`config.mk`:
```
export PLATFORM = sky130hd
export DESIGN_NAME = imem_fetch_ctrl_flat
export DESIGN_NICKNAME = d
export VERILOG_FILES = /design/src/rtl/imem_fetch_pkg.sv /design/src/rtl/imem_fetch_if.sv /design/src/rtl/imem_fetch_fifo.sv /design/src/rtl/imem_fetch_ctrl.sv /design/src/flat_wrapper.sv
export SDC_FILE = /design/constraint.sdc
export NUM_CORES = 1
export LEC_CHECK = 0
export ABC_AREA = 0
export CAP_MARGIN = 0
export CORE_MARGIN = 2
export CORE_UTILIZATION = 44
export DETAILED_ROUTE_END_ITERATION = 7
export PLACE_DENSITY = 0.78
export SETUP_SLACK_MARGIN = 0.2
export SLEW_MARGIN = 0
export SYNTH_ARGS = -nofsm -noshare
export SYNTH_HDL_FRONTEND = slang
export SYNTH_HIERARCHICAL = 1
export SYNTH_SLANG_ARGS = --single-unit
```
`constraint.sdc`:
```
create_clock -name clk -period 6.8 [get_ports clk]
set_clock_uncertainty 0.2 [all_clocks]
set_input_delay 0.68 -clock clk [delete_from_list [all_inputs] [get_ports clk]]
set_output_delay 0.68 -clock clk [all_outputs]
set_load 0.05 [all_outputs]
```
`src/rtl/imem_fetch_pkg.sv`:
```
// Shared types for the instruction-fetch sequencer: FSM states and buffered fetch entries.
`ifndef CFG_INST_ADDR_WIDTH
`define CFG_INST_ADDR_WIDTH 16
`endif
`ifndef CFG_INST_DATA_WIDTH
`define CFG_INST_DATA_WIDTH 32
`endif

package imem_fetch_pkg;
  localparam int INST_AW = `CFG_INST_ADDR_WIDTH;
  localparam int INST_DW = `CFG_INST_DATA_WIDTH;

  typedef enum logic [1:0] {IDLE, REQ, DRAIN} fetch_state_e;

  typedef struct packed {
    logic [INST_DW-1:0] data;
    logic [INST_AW-1:0] addr;
  } fetch_entry_t;
endpackage

```
`src/rtl/imem_fetch_if.sv`:
```
// imem request/ack handshake plus the decode-side instruction stream.
interface imem_fetch_if #(
  parameter int AW = imem_fetch_pkg::INST_AW,
  parameter int DW = imem_fetch_pkg::INST_DW
);
  logic          imem_req;
  logic [AW-1:0] imem_address;
  logic          imem_ack;
  logic [DW-1:0] imem_data_in;
  logic          inst_valid;
  logic [DW-1:0] inst_data;
  logic [AW-1:0] inst_addr;
  logic          inst_ready;

  modport master (
    output imem_req, imem_address, inst_valid, inst_data, inst_addr,
    input  imem_ack, imem_data_in, inst_ready
  );

  modport slave (
    input  imem_req, imem_address, inst_valid, inst_data, inst_addr,
    output imem_ack, imem_data_in, inst_ready
  );
endinterface

```
`src/rtl/imem_fetch_fifo.sv`:
```
// Small synchronous FIFO of fetch entries; flush empties it in one cycle.
module imem_fetch_fifo
  import imem_fetch_pkg::*;
#(
  parameter int DEPTH = 2,
  parameter int CW    = $clog2(DEPTH) + 1
) (
  input  logic          clk,
  input  logic          reset,
  input  logic          push,
  input  logic          pop,
  input  logic          flush,
  input  fetch_entry_t  wdata,
  output logic [CW-1:0] count,
  output fetch_entry_t  head
);
  localparam int PW = $clog2(DEPTH);

  fetch_entry_t  mem [DEPTH];
  logic [PW-1:0] rptr, wptr;

  // Power-of-two depth lets the pointers wrap naturally.
  always_ff @(posedge clk) begin
    if (reset || flush) begin
      rptr  <= '0;
      wptr  <= '0;
      count <= '0;
    end else begin
      if (push) wptr <= wptr + 1'b1;
      if (pop)  rptr <= rptr + 1'b1;
      count <= count + CW'(push) - CW'(pop);
    end
  end

  always_ff @(posedge clk) begin
    if (push && !flush) mem[wptr] <= wdata;
  end

  assign head = mem[rptr];
endmodule

```
`src/rtl/imem_fetch_ctrl.sv`:
```
// Instruction-fetch sequencer: one outstanding imem request, buffered results,
// redirects flush the buffer and drop any stale in-flight response.
module imem_fetch_ctrl
  import imem_fetch_pkg::*;
#(
  parameter int INST_ADDR_WIDTH = `CFG_INST_ADDR_WIDTH,
  parameter int INST_DATA_WIDTH = `CFG_INST_DATA_WIDTH,
  parameter int FIFO_DEPTH      = 2,
  parameter logic [INST_ADDR_WIDTH-1:0] RESET_ADDR = '0
) (
  input  logic                       clk,
  input  logic                       reset,
  input  logic                       fetch_en,
  input  logic                       redirect_valid,
  input  logic [INST_ADDR_WIDTH-1:0] redirect_addr,
  imem_fetch_if.master               bus
);
  localparam int CW = $clog2(FIFO_DEPTH) + 1;

  fetch_state_e               state, state_next;
  logic [INST_ADDR_WIDTH-1:0] pc, pc_next, req_addr, req_addr_next;
  logic [CW-1:0]              count, count_next;
  logic                       push, pop, can_issue;
  fetch_entry_t               wdata, head;

  // Redirect wins over everything: no push of the acked word, no pop of the head.
  assign push       = (state == REQ) && bus.imem_ack && !redirect_valid;
  assign pop        = bus.inst_valid && bus.inst_ready && !redirect_valid;
  assign count_next = count + CW'(push) - CW'(pop);
  assign can_issue  = fetch_en && (count_next < CW'(FIFO_DEPTH));

  assign wdata.data = bus.imem_data_in;
  assign wdata.addr = req_addr;

  always_comb begin
    state_next    = state;
    pc_next       = pc;
    req_addr_next = req_addr;
    if (redirect_valid) begin
      pc_next    = redirect_addr;
      state_next = (state != IDLE && !bus.imem_ack) ? DRAIN : IDLE;
    end else begin
      unique case (state)
        IDLE: if (can_issue) begin
          state_next    = REQ;
          req_addr_next = pc;
        end
        REQ: if (bus.imem_ack) begin
          pc_next = pc + 1'b1;
          if (can_issue) req_addr_next = pc + 1'b1;
          else           state_next    = IDLE;
        end
        // Stale response is swallowed here; pc already holds the redirect target.
        DRAIN: if (bus.imem_ack) begin
          if (can_issue) begin
            state_next    = REQ;
            req_addr_next = pc;
          end else begin
            state_next = IDLE;
          end
        end
        default: state_next = IDLE;
      endcase
    end
  end

  always_ff @(posedge clk) begin
    if (reset) begin
      state    <= IDLE;
      pc       <= RESET_ADDR;
      req_addr <= RESET_ADDR;
    end else begin
      state    <= state_next;
      pc       <= pc_next;
      req_addr <= req_addr_next;
    end
  end

  imem_fetch_fifo #(.DEPTH(FIFO_DEPTH), .CW(CW)) u_fifo (
    .clk   (clk),
    .reset (reset),
    .push  (push),
    .pop   (pop),
    .flush (redirect_valid),
    .wdata (wdata),
    .count (count),
    .head  (head)
  );

  assign bus.imem_req     = (state != IDLE);
  assign bus.imem_address = req_addr;
  assign bus.inst_valid   = (count != '0);
  assign bus.inst_data    = head.data;
  assign bus.inst_addr    = head.addr;
endmodule

```
`src/flat_wrapper.sv`:
```
// flat-port wrapper written by rule: the top's interface ports become plain ports
module imem_fetch_ctrl_flat import imem_fetch_pkg::*;
#(
  parameter int INST_ADDR_WIDTH = `CFG_INST_ADDR_WIDTH,
  parameter int INST_DATA_WIDTH = `CFG_INST_DATA_WIDTH,
  parameter int FIFO_DEPTH      = 2,
  parameter logic [INST_ADDR_WIDTH-1:0] RESET_ADDR = '0
)
  (clk, reset, fetch_en, redirect_valid, redirect_addr, bus_imem_req, bus_imem_address, bus_inst_valid, bus_inst_data, bus_inst_addr, bus_imem_ack, bus_imem_data_in, bus_inst_ready);
  imem_fetch_if #(.AW((16)), .DW((32))) bus_i ();
  input  logic clk;
  input  logic reset;
  input  logic fetch_en;
  input  logic redirect_valid;
  input  logic [INST_ADDR_WIDTH-1:0] redirect_addr;
  output wire logic [$bits(bus_i.imem_req)-1:0] bus_imem_req;
  output wire logic [$bits(bus_i.imem_address)-1:0] bus_imem_address;
  output wire logic [$bits(bus_i.inst_valid)-1:0] bus_inst_valid;
  output wire logic [$bits(bus_i.inst_data)-1:0] bus_inst_data;
  output wire logic [$bits(bus_i.inst_addr)-1:0] bus_inst_addr;
  input wire logic [$bits(bus_i.imem_ack)-1:0] bus_imem_ack;
  input wire logic [$bits(bus_i.imem_data_in)-1:0] bus_imem_data_in;
  input wire logic [$bits(bus_i.inst_ready)-1:0] bus_inst_ready;
  assign bus_imem_req = bus_i.imem_req;
  assign bus_imem_address = bus_i.imem_address;
  assign bus_inst_valid = bus_i.inst_valid;
  assign bus_inst_data = bus_i.inst_data;
  assign bus_inst_addr = bus_i.inst_addr;
  assign bus_i.imem_ack = bus_imem_ack;
  assign bus_i.imem_data_in = bus_imem_data_in;
  assign bus_i.inst_ready = bus_inst_ready;
  imem_fetch_ctrl #(.INST_ADDR_WIDTH(INST_ADDR_WIDTH), .INST_DATA_WIDTH(INST_DATA_WIDTH), .FIFO_DEPTH(FIFO_DEPTH), .RESET_ADDR(RESET_ADDR)) u_core (.clk(clk), .reset(reset), .fetch_en(fetch_en), .redirect_valid(redirect_valid), .redirect_addr(redirect_addr), .bus(bus_i));
endmodule
```
Word level (Yosys, flattened, before mapping):

Memory sizes are Yosys's and may differ from the RTL's. A register that Yosys moved wholly into a read port is not among the register bits.
Cells that the tools add are included.
Widths: inputs -> output; s select.

* bits of input ports: 54
* word-level logic and storage cells: 62
* output and inout port bits: 66
* flip-flop bits (word level): 38
* memories kept: 1
* RAM bits: 96

Memory list
* u_core.u_fifo.mem: depth 2, bits a word 48, rd ports 1, clocked after memory_dff 1, wr ports 1, RTL line imem_fetch_fifo.sv:19 `fetch_entry_t mem [DEPTH];`

* muxes and demuxes: 20
* order comparisons: 1
* reduce and logical (&&, ||, !) cells: 19
* bitwise gates (word level): 1
* equal/unequal tests: 9
* add/sub/neg operators: 5

Operators by type and width (number)
* $mux 16: 7
* $pmux 16 s3: 1
* $add 16x1->16 const B: 1
* $mux 2: 6
* $ne 3x3->1 const B: 3
* $reduce_bool 2->1: 4
* $logic_and 1x1->1: 7
* $pmux 2 s3: 1
* $mux 1: 5
* $reduce_and 5->1: 1
* $ne 2x2->1 const B: 2
* $reduce_and 4->1: 1
* $ne 3x2->1 const B: 1
* $reduce_bool 3->1: 1
* $add 1x1->1 const B: 2
* $add 2x1->2: 1
* $eq 2x1->1 const B: 1
* $eq 2x2->1 const B: 1
* $logic_not 1->1: 2
* $logic_not 2->1: 1
* $lt 2x2->1 const B: 1
* $ne 2x1->1 const B: 1
* $reduce_and 2->1: 1
* $sub 2x1->2: 1
* 2 further kinds: 2

Logic depth before layout (Yosys ltp):

* depth after elaboration: 11
* mapped depth: 11
* depth with buffers taken out: 9

Cells and area by module:

Netlist, hierarchy kept.

Modules (own cells, without submodules)
* imem_fetch_fifo: cells an instance 168, area each 3754.9 µm², sequential area each 2982.9 µm², instances 1
* imem_fetch_ctrl: cells an instance 269, area each 2217.1 µm², sequential area each 680.7 µm², instances 1

Least setup slack after synthesis:

Ideal clock, no wire load.

* path type: input to register
* from: input redirect_valid
* to: memory u_core/u_fifo/mem[1][0] (netlist name), enable pin
* data required time: 6.076 ns
* setup time: 0.524 ns
* path buffers: 2
* arrival time: 5.032 ns
* cell stages on the path: 7
* setup slack: 1.044 ns
* cell sequence: clkbuf_1 inv_2 buf_1 nand2_1 inv_1 inv_1 nor3b_1

* longest elaborated chain between the ends: 5

RTL lines
* start: declaration: RTL line flat_wrapper.sv:14 `input logic redirect_valid;`
* $logic_not 1->1: RTL line imem_fetch_ctrl.sv:27 `assign push = (state == REQ) && bus.imem_ack && !redirect_valid;`
* $logic_and 1x1->1: RTL line imem_fetch_ctrl.sv:27
* net u_core.push: RTL line imem_fetch_ctrl.sv:23 `logic push, pop, can_issue;`
* $logic_and 1x1->1: RTL line imem_fetch_fifo.sv:36 `if (push && !flush) mem[wptr] <= wdata;`
* $mux 1: RTL line imem_fetch_fifo.sv:36
* $mux 1 (not written as such): RTL line imem_fetch_fifo.sv:36
* end: declaration: RTL line imem_fetch_fifo.sv:19

The timed path passes the listed nets, and every way through them passes these cells.

Worst setup path after layout:

* from: input redirect_valid
* to: register u_core.req_addr[1] (netlist: u_core/bus.imem_address[1])

RTL lines
* $logic_not 1->1 (*): RTL line imem_fetch_ctrl.sv:28 `assign pop = bus.inst_valid && bus.inst_ready && !redirect_valid;`
* $logic_and 1x1->1 (*): RTL line imem_fetch_ctrl.sv:28
* net u_core.pop: RTL line imem_fetch_ctrl.sv:23
* $sub 2x1->2 (*): RTL line imem_fetch_ctrl.sv:29 `assign count_next = count + CW'(push) - CW'(pop);`
* $lt 2x2->1 (*): RTL line imem_fetch_ctrl.sv:30 `assign can_issue = fetch_en && (count_next < CW'(FIFO_DEPTH));`
* $logic_and 1x1->1 (*): RTL line imem_fetch_ctrl.sv:30
* $mux 16 (2 in a row)
* $pmux 16 s3
* end signal: assignment: RTL line imem_fetch_ctrl.sv:75 `req_addr <= req_addr_next;`
* end: declaration: RTL line imem_fetch_ctrl.sv:21 `logic [INST_ADDR_WIDTH-1:0] pc, pc_next, req_addr, req_addr_next;`

The timed path passes the listed nets; every way through them passes the cells marked *. The select of a mux whose other input is x is not followed.
A chain may end at the register's enable or synchronous reset.

==> load_flow_metrics.sql <==
INSERT INTO impl_metrics (metric_group, metric, value, unit) VALUES
('run_status', 'status', 'finished clean', ''),
('clock_tree', 'cts.sinks', '135', ''),
('clock_tree', 'postCtsHoldBufs', '0', ''),
('logic_synthesis', 'post_synthesis_cell_type_count', '58', ''),
('finish', 'synthToLayoutAreaGrowth', '32.6', '%'),
('timing', 'max_slew.worst_pin.slew', '967', 'ps'),
('clock_tree', 'insertion_delay', '420', 'ps'),
('worst_setup_path', 'critical_path.endpoint_type', 'flip-flop', ''),
('timing', 'final.period_utilization', '0.559', ''),
('logic_synthesis', 'ys_seq_area_frac', '0.613', ''),
('worst_setup_path', 'critPathMaxFanout', '37', ''),
('floorplan', 'floorplan.core_area', '13200', 'µm²'),
('route', 'route.vias.total', '4051', ''),
('finish', 'finalNonFillerCells', '739', ''),
('timing', 'final_min_period', '3800', 'ps'),
('timing', 'fin_hold_ws', '291', 'ps'),
('route', 'firstDrtPassIters', '5', ''),
('logic_synthesis', 'synth_seq_cells', '135', ''),
('global_route', 'grt_pass1_wl', '20200', 'µm'),
('timing', 'achievable-frequency', '263', 'MHz'),
('timing', 'finalSetupViolCount', '0', ''),
('placement', 'place.port_buffers', '119', ''),
('logic_synthesis', 'yosys_warnings', '6', ''),
('pwr', 'power_density', '269', 'nW/µm²'),
('route', 'drtAntennaViolNets', '0', ''),
('floorplan', 'io-pin-count', '120', ''),
('worst_setup_path', 'start_kind', 'primary input', ''),
('finish', 'antenna-diode-count', '0', ''),
('logic_synthesis', 'postSynthAreaPerCell', '13.7', 'µm²'),
('timing', 'grt_setup_unrepaired', 'false', ''),
('logic_synthesis', 'netlist_instances', '437', ''),
('route', 'wirelength', '12800', 'µm'),
('logic_synthesis', 'count_of_flip_flops_with_a_built_in_enable_after_synthesis', '96', ''),
('floorplan', 'dieArea', '14500', 'µm²'),
('clock_tree', 'cts_post_setup_buffers_inserted', '0', ''),
('clock_tree', 'clock_tree_from_tritoncts', 'built', ''),
('timing', 'finalSetupTns', '0', 'ps'),
('floorplan', 'initial_utilization', '0.451', ''),
('route', 'detail_route.drc_violations', '0', ''),
('clock_tree', 'clock-root-buffer', 'sky130_fd_sc_hd__clkbuf_16', ''),
('route', 'routedWlPerCell', '17.4', 'µm'),
('placement', 'hpwlAfterDp', '8570', 'µm'),
('global_route', 'largest_net_degree_at_the_start_of_global_routing', '49', ''),
('clock_tree', 'cts_htree_levels', '4', ''),
('clock_tree', 'cts_inserted_buffers', '17', ''),
('placement', 'gp_congestion', '0.870', ''),
('finish', 'drive_above_1_share', '0.163', ''),
('global_route', 'via_count_of_the_first_global_routing_pass', '3932', ''),
('logic_synthesis', 'synth-main-ff-cell', 'sky130_fd_sc_hd__edfxtp_1', ''),
('worst_setup_path', 'timing_worst_setup_path_type', 'primary input to flip-flop', ''),
('finish', 'utilization', '0.598', ''),
('logic_synthesis', 'post_synth_net_total', '495', ''),
('min_path', 'worstHoldPathType', 'flip-flop to flip-flop', ''),
('worst_setup_path', 'worstPathRequired', '6840', 'ps'),
('logic_synthesis', 'cell_area_after_synthesis', '5970', 'µm²'),
('worst_setup_path', 'critical-path-slowest-cell', 'sky130_fd_sc_hd__a21oi_1', ''),
('global_route', 'global_route_total_usage_across_every_layer', '0.180', ''),
('finish', 'final_nets', '608', ''),
('worst_setup_path', 'cp.arrival', '3840', 'ps'),
('floorplan', 'placementRows', '42', ''),
('route', 'drt_iter0_markers', '460', ''),
('route', 'via_per_inst', '5.48', ''),
('timing', 'relSlewSlack', '0.350', ''),
('floorplan', 'die_h', '121', 'µm'),
('placement', 'placed_area', '7230', 'µm²'),
('timing', 'finalHoldViolations', '0', ''),
('pwr', 'power.static_leakage', '2.66', 'nW'),
('timing', 'final_max_slew_viol_count', '0', ''),
('worst_setup_path', 'worst_path_largest_cell_delay', '760', 'ps'),
('logic_synthesis', 'asyncSetResetFlopFracSynth', '0', ''),
('run', 'maxCapViolCount', '0', ''),
('clock_tree', 'worst_setup_hold_path_clk_slew', '60', 'ps'),
('finish', 'postLayoutCellArea', '7920', 'µm²'),
('global_route', 'antenna_violations_before_repair', '0', ''),
('pwr', 'worst_ir_drop_vdd', '0.143', 'mV'),
('global_route', 'grt_overflow_total', '0', ''),
('clock_tree', 'buffer_depth_of_the_longest_clock_path', '2', ''),
('worst_setup_path', 'cp_cell_sequence', 'clkdlybuf4s50_1, buf_4, inv_2, and3_1, ha_1, xor2_1, or3_1, a21oi_1, a311oi_1', ''),
('placement', 'placed_instance_count', '707', ''),
('clock_tree', 'cts_resized', '0', ''),
('floorplan', 'die_x', '121', 'µm');
cells by family after synthesis:
group	share of synthesized area
mux	0.110
compound gates	0.0901
simple gates	0.104
flops	0.613
buf+inv	0.0402
xor+xnor	0.0346
fa+ha+maj	0.00838
cells in the mapped netlist, drive strengths merged, types with 4 or more instances:
library cell | number | area (µm²)
a211oi | 17 | 128
a21oi | 9 | 45.0
a311oi | 5 | 43.8
a41oi | 10 | 87.6
and4 | 5 | 45.0
buf | 15 | 130
clkbuf | 14 | 60.1
dfxtp | 39 | 781
edfxtp | 96 | 2880
ha | 4 | 50.1
inv | 11 | 41.3
mux2 | 48 | 616
mux2i | 4 | 40.0
nand2 | 19 | 71.3
nand3 | 8 | 40.0
nand4 | 7 | 58.8
nor2 | 19 | 71.3
nor2b | 7 | 43.8
nor3 | 17 | 85.1
nor4 | 7 | 43.8
o21ai | 5 | 25.0
o41ai | 4 | 35.0
or4 | 4 | 33.8
xnor2 | 17 | 149
xor2 | 4 | 35.0
where the power goes:
part / leakage (nW) / total (W) / switching, W / internal [W]
Clock: 0.321 / 0.00106 / 0.000332 / 0.000723
Sequential: 1.19 / 0.000920 / 0.0000236 / 0.000897
Combinational: 1.14 / 0.000150 / 0.0000826 / 0.0000674
sequential cells by signal, indices dropped and copies added (netlist names), named ones only:
register,flops
u_core/bus.imem_address,16
u_core/pc,16
u_core/state,2
u_core/u_fifo/count,2
u_core/u_fifo/mem,96
u_core/u_fifo/rptr,1
u_core/u_fifo/wptr,1
critical path, delay by kind of cell:
kind | cells | cell delay, ps
fa+ha+maj | 1 | 200
buf+inv | 3 | 1030
simple gates | 2 | 750
compound gates | 2 | 940
xor+xnor | 1 | 230
final cells by class:
| class | count | area, µm² |
|---|---|---|
| Clock buffer | 19 | 433 |
| Clock inverter | 13 | 250 |
| Fill cell | 1052 | 5330 |
| Inverter | 11 | 41.3 |
| Multi-Input combinational cell | 261 | 2080 |
| Sequential cell | 135 | 3660 |
| Tap cell | 176 | 220 |
| Timing Repair Buffer | 124 | 1230 |
final timing paths:
kind              slack [ps]  depth (start not counted)                       start                    endpoint
setup reg to reg        3470                          7             u_core/state[0]  u_core/bus.imem_address[1]
hold reg to reg          290                          2  u_core/bus.imem_address[6]  u_core/bus.imem_address[6]
hold / removal           290                          2  u_core/bus.imem_address[6]  u_core/bus.imem_address[6]
setup / recovery        3000                          9              redirect_valid  u_core/bus.imem_address[1]
stage by stage:
| step | worst slack [ps] | total power (W) |
|---|---|---|
| after floorplan | 1040 | 0.00102 |
| after global placement | 2740 | 0.00108 |
| after detailed placement | 2610 | 0.00109 |
| after CTS | 3060 | 0.00215 |
| after global routing | 2750 | 0.00219 |
| final | 3000 | 0.00213 |
layout by cell type (no fill, tap or decap), types with 4 or more instances in the layout:
cell / synthesis / final
sky130_fd_sc_hd__a21oi_1: 9 / 9
sky130_fd_sc_hd__dfxtp_1: 39 / 38
sky130_fd_sc_hd__a41oi_1: 10 / 10
sky130_fd_sc_hd__nor2b_1: 7 / 7
sky130_fd_sc_hd__xor2_1: 4 / 4
sky130_fd_sc_hd__xnor2_1: 17 / 17
sky130_fd_sc_hd__a311oi_1: 5 / 5
sky130_fd_sc_hd__and4_1: 4 / 4
sky130_fd_sc_hd__nand3_1: 8 / 8
sky130_fd_sc_hd__mux2i_1: 4 / 4
sky130_fd_sc_hd__nand2_1: 19 / 19
sky130_fd_sc_hd__mux2_2: 28 / 28
sky130_fd_sc_hd__bufinv_16: 0 / 7
sky130_fd_sc_hd__clkdlybuf4s50_1: 0 / 119
sky130_fd_sc_hd__nor3_1: 17 / 16
sky130_fd_sc_hd__nand4_1: 6 / 6
sky130_fd_sc_hd__nor2_1: 19 / 19
sky130_fd_sc_hd__edfxtp_1: 96 / 96
sky130_fd_sc_hd__buf_4: 5 / 5
sky130_fd_sc_hd__inv_1: 10 / 10
sky130_fd_sc_hd__o21ai_0: 5 / 5
sky130_fd_sc_hd__mux2_4: 20 / 20
sky130_fd_sc_hd__nor4_1: 7 / 7
sky130_fd_sc_hd__ha_1: 4 / 4
sky130_fd_sc_hd__a211oi_1: 17 / 17
sky130_fd_sc_hd__o41ai_1: 4 / 4
sky130_fd_sc_hd__clkbuf_16: 0 / 17
per-layer routing:
| metal | GRT usage | wire length [µm] |
|---|---|---|
| met3 | 0.0566 | 1040 |
| met5 | 0 | 0 |
| met4 | 0.0589 | 148 |
| met2 | 0.286 | 6070 |
| met1 | 0.235 | 5590 |
(Power assumes the default switching activity.)
